File: config.mk
export PLATFORM = sky130hd
export DESIGN_NAME = wgt_loader
export DESIGN_NICKNAME = d
export VERILOG_FILES = /design/src/rtl/wgt_loader.sv
export SDC_FILE = /design/constraint.sdc
export NUM_CORES = 1
export LEC_CHECK = 0
export ABC_CLOCK_PERIOD_IN_PS = 3660
export CAP_MARGIN = 20
export CELL_PAD_IN_SITES_DETAIL_PLACEMENT = 0
export CELL_PAD_IN_SITES_GLOBAL_PLACEMENT = 1
export CORE_AREA = 2 2 72 126
export CTS_BUF_LIST = sky130_fd_sc_hd__clkbuf_16
export CTS_CLUSTER_DIAMETER = 40
export DETAILED_ROUTE_END_ITERATION = 8
export DIE_AREA = 0 0 74 128
export PLACE_DENSITY = 0.56
export SLEW_MARGIN = 20
export SYNTH_ARGS = -nofsm -noshare
export SYNTH_HDL_FRONTEND = slang
export SYNTH_SLANG_ARGS = --single-unit
File: constraint.sdc
create_clock -name clk -period 3.66 [get_ports clk]
set_input_delay 1.098 -clock clk [delete_from_list [all_inputs] [get_ports clk]]
set_output_delay 1.098 -clock clk [all_outputs]
set_load 0.02 [all_outputs]
File: src/rtl/wgt_loader.sv
// -----------------------------------------------------------------------------
// wgt_loader
// Streams signed 8-bit kernel weights from an upstream valid/ready source into
// NUM_WGT weight slot registers. Weights are staged in a small FIFO, which may
// fill before a load is requested. Each start request loads one kernel. Each
// weight is broadcast on wgt_out together with a one-hot write strobe on
// wgt_read.
//
// Optional feature: define WGT_LOADER_CHECKSUM_EN to add the wgt_sum output.
// wgt_sum is a running signed sum of the weights of the current kernel.
//
// Ports
//   clk       in   clock, all logic on rising edge
//   rst       in   synchronous active-high reset
//   s_valid   in   upstream weight valid
//   s_data    in   signed 8-bit weight
//   s_ready   out  staging FIFO not full
//   start     in   single-cycle request to load one kernel
//   wgt_out   out  weight broadcast to all slot registers
//   wgt_read  out  one-hot slot write strobe (bit i loads slot i)
//   busy      out  FSM not idle
//   wgt_sum   out  (WGT_LOADER_CHECKSUM_EN only) signed sum of loaded weights
//   done      out  single-cycle pulse alongside the final strobe
//
// state  | meaning
// -------+-----------------------------------------------------------
// IDLE   | waiting for start; the FIFO can still prefetch weights
// LOAD   | popping one weight per cycle while the FIFO is non-empty
// DONE   | final strobe is visible and done is high; back to IDLE next
// -----------------------------------------------------------------------------
module wgt_loader #(
  parameter int NUM_WGT    = 9,
  parameter int FIFO_DEPTH = 4
) (
  input  logic                clk,
  input  logic                rst,
  input  logic                s_valid,
  input  logic signed [7:0]   s_data,
  output logic                s_ready,
  input  logic                start,
  output logic signed [7:0]   wgt_out,
  output logic [NUM_WGT-1:0]  wgt_read,
  output logic                busy,
`ifdef WGT_LOADER_CHECKSUM_EN
  output logic signed [15:0]  wgt_sum,
`endif
  output logic                done
);

  localparam int PW = (FIFO_DEPTH > 1) ? $clog2(FIFO_DEPTH) : 1;
  localparam int CW = $clog2(FIFO_DEPTH + 1);
  localparam int IW = (NUM_WGT > 1) ? $clog2(NUM_WGT) : 1;

  localparam logic [1:0] S_IDLE = 2'd0;
  localparam logic [1:0] S_LOAD = 2'd1;
  localparam logic [1:0] S_DONE = 2'd2;

  logic [1:0]               r_state;
  logic [IW-1:0]            r_idx;
  logic [PW-1:0]            r_wr_ptr;
  logic [PW-1:0]            r_rd_ptr;
  logic [CW-1:0]            r_count;
  logic signed [7:0]        r_mem [FIFO_DEPTH];
  logic signed [7:0]        r_wgt_out;
  logic [NUM_WGT-1:0]       r_wgt_read;

  logic                     w_full;
  logic                     w_empty;
  logic                     w_push;
  logic                     w_pop;
  logic                     w_last;
  logic signed [7:0]        w_head;
  logic [PW-1:0]            w_wr_nxt;
  logic [PW-1:0]            w_rd_nxt;
  logic [NUM_WGT-1:0]       w_strobe;

  // Full/empty come from the registered count only. This keeps s_ready free
  // of any same-cycle pop dependence. It also means a weight pushed into an
  // empty FIFO cannot be popped until the following cycle.
  assign w_full   = (r_count == CW'(FIFO_DEPTH));
  assign w_empty  = (r_count == '0);
  assign w_push   = s_valid && !w_full;
  assign w_pop    = (r_state == S_LOAD) && !w_empty;
  assign w_last   = (r_idx == IW'(NUM_WGT - 1));
  assign w_head   = r_mem[r_rd_ptr];
  assign w_wr_nxt = (r_wr_ptr == PW'(FIFO_DEPTH - 1)) ? '0 : r_wr_ptr + PW'(1);
  assign w_rd_nxt = (r_rd_ptr == PW'(FIFO_DEPTH - 1)) ? '0 : r_rd_ptr + PW'(1);

  always_comb begin
    w_strobe        = '0;
    w_strobe[r_idx] = 1'b1;
  end

  always_ff @(posedge clk) begin
    if (!rst && w_push) begin
      r_mem[r_wr_ptr] <= s_data;
    end
  end

  always_ff @(posedge clk) begin
    if (rst) begin
      r_state    <= S_IDLE;
      r_idx      <= '0;
      r_wr_ptr   <= '0;
      r_rd_ptr   <= '0;
      r_count    <= '0;
      r_wgt_out  <= '0;
      r_wgt_read <= '0;
    end else begin
      if (w_push) r_wr_ptr <= w_wr_nxt;
      if (w_pop)  r_rd_ptr <= w_rd_nxt;
      r_count <= r_count + CW'(w_push) - CW'(w_pop);

      // The strobe lasts one cycle. wgt_out keeps the last weight it showed.
      r_wgt_read <= '0;
      if (w_pop) begin
        r_wgt_out  <= w_head;
        r_wgt_read <= w_strobe;
        r_idx      <= r_idx + IW'(1);
      end

      case (r_state)
        S_IDLE: begin
          if (start) begin
            r_state <= S_LOAD;
            r_idx   <= '0;
          end
        end
        S_LOAD: begin
          if (w_pop && w_last) r_state <= S_DONE;
        end
        S_DONE:  r_state <= S_IDLE;
        default: r_state <= S_IDLE;
      endcase
    end
  end

`ifdef WGT_LOADER_CHECKSUM_EN
  logic signed [15:0] r_wgt_sum;

  always_ff @(posedge clk) begin
    if (rst) begin
      r_wgt_sum <= '0;
    end else if (r_state == S_IDLE && start) begin
      r_wgt_sum <= '0;
    end else if (w_pop) begin
      r_wgt_sum <= r_wgt_sum + {{8{w_head[7]}}, w_head};
    end
  end

  assign wgt_sum = r_wgt_sum;
`endif

  assign s_ready  = !w_full;
  assign wgt_out  = r_wgt_out;
  assign wgt_read = r_wgt_read;
  assign busy     = (r_state != S_IDLE);
  assign done     = (r_state == S_DONE);

endmodule

==> results of run 1 <==
==> worst register-to-register path: cells and delay by family, from the launching register on <==
family / cells / cell delay [ns]
and+or+nand+nor: 4 / 0.82
buffers and inverters: 3 / 0.24
DFF: 1 / 0.42
adders and majority gates: 3 / 0.76
xor gates and xnor gates: 1 / 0.16
==> cells in the final DEF (no fill, tap or decap) <==
| cell type | synthesis | routed |
|---|---|---|
| nor2_1 | 8 | 8 |
| o31ai_1 | 2 | 2 |
| nor4_1 | 2 | 2 |
| and3_1 | 8 | 8 |
| nor3b_1 | 5 | 5 |
| clkdlybuf4s50_1 | 0 | 31 |
| clkbuf_16 | 0 | 9 |
| nand3_1 | 13 | 13 |
| clkinv_2 | 0 | 1 |
| o21ai_0 | 9 | 9 |
| a21oi_1 | 16 | 16 |
| nor3_2 | 1 | 1 |
| a21o_1 | 1 | 1 |
| inv_1 | 11 | 12 |
| buf_4 | 0 | 7 |
| ha_1 | 11 | 11 |
| a2111oi_0 | 1 | 1 |
| xor2_1 | 1 | 1 |
| nand3b_1 | 1 | 1 |
| nor2b_1 | 2 | 2 |
| bufinv_16 | 0 | 3 |
| clkinv_4 | 0 | 1 |
| dfxtp_1 | 30 | 30 |
| mux4_2 | 8 | 8 |
| o21ai_1 | 5 | 5 |
| clkinvlp_4 | 0 | 1 |
| and2_1 | 1 | 1 |
| nand2_1 | 1 | 1 |
| nor3_1 | 2 | 2 |
| fa_1 | 1 | 1 |
| o31ai_2 | 1 | 1 |
| edfxtp_1 | 32 | 32 |
| o31a_1 | 1 | 1 |
| or4_1 | 4 | 4 |
==> state kept, by name, indices dropped and copies added, names as in the netlist <==
signal	cells
r_wr_ptr	2
r_state	2
wgt_out	8
wgt_read	9
r_count	3
r_rd_ptr	2
r_mem	32
r_idx	4
==> stage by stage <==
stage	instance area [µm²]	instances
global route	3280	349
floorplan	2480	188
finish	3280	349
CTS	3280	349
global placement	2940	333
detailed placement	2940	333
==> final cells by class <==
type,count,share of cell area
Clock buffer,9,0.0687
Sequential cell,62,0.477
Timing Repair Buffer,38,0.111
Clock inverter,7,0.0351
Inverter,11,0.0126
Tap cell,117,0.0447
Multi-Input combinational cell,105,0.252
==> per-layer routing <==
layer  global-route usage  routed length, µm  up-vias
met5                    0                  0        -
met1                0.118               1810      749
met2                0.191               2540       34
met3               0.0425                185        9
met4               0.0674                136        0
li1                     -                  -      778
==> worst max path at each step <==
stage / endpoint / depth (start not counted) / slack [ns] / startpoint
final: s_ready / 3 / 0.75 / r_count[2]
after global routing: s_ready / 3 / 0.56 / r_count[2]
after CTS: s_ready / 3 / 0.73 / r_count[2]
after detailed placement: r_count[2] / 10 / 0.48 / s_valid
after global placement: r_count[2] / 10 / 0.53 / s_valid
after floorplan: r_count[2] / 9 / 1.13 / s_valid
==> kinds of logic (layout without fill, tap and decap cells) <==
kind of cell | after synthesis | count (layout) | share of synthesized area
AO/OA/AOI/OAI | 36 | 36 | 0.0819
XOR/XNOR | 1 | 1 | 0.00354
adder cells (fa/ha/maj) | 12 | 12 | 0.0637
buffers and inverters | 21 | 65 | 0.0364
flip-flops | 62 | 62 | 0.631
multiplexers | 8 | 8 | 0.0728
AND/OR/NAND/NOR | 48 | 48 | 0.111
==> power breakdown <==
group          leakage, nW  internal [mW]  switching [mW]
combinational        0.464          0.164           0.164
sequential           0.534          0.794          0.0643
clock                0.167          0.661           0.294
total                 1.16           1.62           0.522
==> results_dict.tcl, run 1 <==
set metrics [dict create \
    insertion_delay_ns 0.33 \
    vias 1570 \
    drv_slew 0 \
    outcome "complete, no violations" \
    multiInputGateArea_um2 825 \
    place_ws_ns 0.478 \
    nFillCells 825 \
    die_h_um 128 \
    max_slew_margin 0.587 \
    start_util 0.291 \
    max_freq_mhz 343 \
    p_leak_nw 1.16 \
    ant_nets 0 \
    via_per_inst 4.50 \
    setup_tns_ns 0 \
    seq_area_mm2 0.00156 \
    rrSetupSlack_ns 1.19 \
    post_synth_num_cell_types 30 \
    netlist_area_mm2 0.00248 \
    postSynthAreaPerCell_um2 13.2 \
    ys_ff_latch 62 \
    wirelength_um 4680 \
    synth_edf_count 32 \
    path_cells "nor3b_1 -> inv_1 -> clkdlybuf4s50_1" \
    whs_endpoint "wgt_out[2]" \
    post-synth-top-count-cell "edfxtp_1" \
    startpoint_type "flip-flop" \
    grt_max_degree 24 \
    end_kind "primary output" \
    design.core.area_mm2 0.00850 \
    drtIter0Drc 90 \
    grt_setup_unrepaired "false" \
    synth.area.top_cells "edfxtp_1 (39%), dfxtp_1 (24%), mux4_2 (7.3%), ha_1 (5.6%), a21oi_1 (3.2%)" \
    postSynth.asyncResetShare 0 \
    arrival_ns 1.81 \
    synth_nets 212 \
    yosys.area.top_type "edfxtp_1" \
    path_max_fanout 5 \
    grt_usage 0.114 \
    path_delay_family "buffers and inverters" \
    grt_pass1_vias 1514 \
    syn_to_final_growth_pct 32.3 \
    layout-drive-gt1-share 0.138 \
    hpwlAfterDp_um 3330 \
    n_antenna_cell 0 \
    yosysSeqAreaShare 0.631 \
    globalRouteOverflowTotal 0 \
    crit-reg2reg-capture "r_count[2]" \
    cts.sinks 62 \
    fin_crit_ns 2.91 \
    final_util 0.385 \
    worstPathBufferInverterCount 2 \
    hold_viol 0 \
    powerDensity_mw_per_mm2 654 \
    worst_slew_pin_slew_ns 0.619 \
    antenna_found_initial 0 \
    h-tree-depth 3 \
    place.gp.congestion 0.696 \
    synth_commonest_cells "edfxtp_1 (32), dfxtp_1 (30), a21oi_1 (16), nand3_1 (13)" \
    critPathSlowestCell "clkdlybuf4s50_1" \
    syn_inst 188 \
    min_from "wgt_out[2]" \
    slowest_delay_ns 0.56 \
    finalHoldWorstSlack_ns 0.486 \
    cp.required_ns 2.56 \
    wl_per_cell_um 13.4 \
    finalSetupViolCount 0 \
    io_buffers 31 \
    postCtsSetupBuffers 0 \
    io-pin-count 32 \
    clk_transition_reported_paths_ns 0.05 \
    setup_ws_ns 0.747 \
    finalPower_mw 2.14 \
    drc 0 \
    grt_first_pass_wirelength_um 7660 \
    die_width_um 74 \
    cts_made_buffers 9 \
    synthDominantCellAreaShare 0.388 \
    cts_tree "done" \
    worstHoldPathType "reg -> reg" \
    rows 45 \
    regToRegStartpoint "r_count[2]" \
    skew_ns 0.00405 \
    min_path_cells 2 \
    die_area_mm2 0.00947 \
    cts-root-buf "clkbuf_16" \
    reg2regPathDepth 11 \
    crit_type "reg -> out" \
    cts_max_path_buffers 2 \
    dr.pass1.iters 4 \
    maxCapViolations 0 \
    ys.flop_type "edfxtp_1" \
    finalNetCount 251 \
    peakVddDrop_v 0.000256 \
    yosysWarnings 0 \
    post-route-period-util 0.796 \
    cts_resized 0 \
    ctsHoldBuffers 0 \
]
Power figures use the tool's default switching activity.
==> inputs of run 2 (changes only) <==
ABC_CLOCK_PERIOD_IN_PS = 2590   (was 3660)
PLACE_DENSITY = 0.58   (was 0.56)
clock period = 2.59 ns   (was 3.66 ns; I/O delays follow)
==> results_dict.tcl, run 2 (synthesized netlist as in run 1, its figures left out) <==
set metrics [dict create \
    skew_ns 0.00808 \
    dr.pass1.iters 4 \
    hpwlAfterDp_um 3450 \
    place.gp.congestion 0.711 \
    n_antenna_cell 0 \
    fin_crit_ns 2.47 \
    path_cells "nor3b_4 -> inv_1 -> clkdlybuf4s50_1" \
    ant_nets 0 \
    vias 1594 \
    cts_tree "done" \
    design.core.area_mm2 0.00850 \
    finalNetCount 256 \
    postCtsSetupBuffers 0 \
    io_buffers 31 \
    maxCapViolations 0 \
    drc 0 \
    finalPower_mw 2.91 \
    die_width_um 74 \
    globalRouteOverflowTotal 0 \
    post-route-period-util 0.953 \
    dpl_cell_area_mm2 0.00297 \
    antenna_found_initial 0 \
    syn_to_final_growth_pct 32.9 \
    regToRegStartpoint "r_count[2]" \
    critical_path.startpoint "r_count[2]" \
    grt_max_degree 21 \
    largest_reg_flops 32 \
    crit_type "reg -> out" \
    peakVddDrop_v 0.000375 \
    worstPathBufferInverterCount 2 \
    cts.sinks 62 \
    h-tree-depth 3 \
    outcome "complete, no violations" \
    cts_made_buffers 9 \
    cp.required_ns 1.81 \
    cts-root-buf "clkbuf_16" \
    insertion_delay_ns 0.33 \
    drv_slew 0 \
    hold_viol 0 \
    min_from "wgt_out[7]" \
    startpoint_type "flip-flop" \
    die_h_um 128 \
    end_kind "primary output" \
    grt_pass1_vias 1670 \
    io-pin-count 32 \
    stdcell_count 354 \
    path_max_fanout 5 \
    cts_max_path_buffers 2 \
    design_area_mm2 0.00329 \
    critPathSlowestCell "clkdlybuf4s50_1" \
    slowest_delay_ns 0.55 \
    finalSetupViolCount 0 \
    arrival_ns 1.69 \
    max_freq_mhz 405 \
    grt_usage 0.119 \
    worstHoldPathType "reg -> reg" \
    wirelength_um 4980 \
    via_per_inst 4.50 \
    powerDensity_mw_per_mm2 883 \
    wl_per_cell_um 14.1 \
    clk_transition_reported_paths_ns 0.05 \
    grt_first_pass_wirelength_um 8090 \
    drtIter0Drc 50 \
    placed_cells 338 \
    rows 45 \
    layout-drive-gt1-share 0.165 \
    start_util 0.291 \
    mostFrequentLayoutCell "edfxtp_1" \
    max_slew_margin 0.563 \
    worst_slew_pin_slew_ns 0.655 \
    top_register "r_mem" \
    grt_setup_unrepaired "false" \
    mostFrequentLayoutCells "edfxtp_1 (32), clkdlybuf4s50_1 (31), dfxtp_1 (30), a21oi_1 (16), nand3_1 (13)" \
    die_area_mm2 0.00947 \
    ctsHoldBuffers 0 \
    p_leak_nw 1.17 \
    path_delay_family "buffers and inverters" \
]
-- run 2: cell count changes in the layout (fill, tap and decap cells not counted) --
cell and change:
nor3b_4 +1, inv_6 +1, clkinv_2 -1, nor3b_1 -1
nor3_1 -1, nor3_2 +1, buf_4 +5, clkinv_4 +1
clkinvlp_4 +1, bufinv_16 -2
-- run 2: cell type report --
type                    count  area (µm²)
clock inverters             7        75.1
fillers                   830        5210
clock buffers               9         225
multi-input cells         105         841
flip-flops and latches     62        1560
well taps                 117         146
repair buffers             43         400
inverters                  11        41.3
-- run 2: timing repair --
item	CTS	global route
cloned	0	0
resized for setup	1	2
setup endpoints to repair	1	2
-- run 2: worst min-delay path: stages (launching register included) --
cell and delay, ns:
dfxtp_1 0.31, o21ai_0 0.06, a21oi_1 0.06
-- run 2: report_power, final --
part	internal, mW	total (mW)	switching [mW]
Sequential	1.12	1.21	0.0879
Clock	0.746	1.18	0.434
Combinational	0.257	0.516	0.259
Total	2.12	2.91	0.781
-- run 2: worst paths after layout --
check                           slack (ns)  depth (start not counted)    endpoint
worst min register to register        0.48                          2  wgt_out[7]
worst min-delay path                  0.48                          2  wgt_out[7]
worst max-delay path                  0.12                          3     s_ready
worst max register to register        0.35                         11  r_count[2]
-- run 2: metrics by stage --
| step | setup slack, ns | util | hold slack (ns) | TNS, ns |
|---|---|---|---|---|
| final | 0.122 | 0.387 | 0.479 | 0 |
| after detailed placement | -0.181 | 0.350 | 0.475 | -0.181 |
| after CTS | 0.0753 | 0.386 | 0.484 | 0 |
| after floorplan | 0.254 | - | 0.479 | 0 |
| after global placement | -0.106 | 0.350 | 0.469 | -0.106 |
| after global routing | 0.00186 | 0.387 | 0.502 | 0 |
-- run 2: routing by layer --
metal / global-route usage / vias up / share of wire
met5: 0 / - / 0
met3: 0.0314 / 7 / 0.037
met4: 0.0834 / 0 / 0.019
met1: 0.120 / 768 / 0.39
met2: 0.205 / 32 / 0.55
li1: - / 787 / -
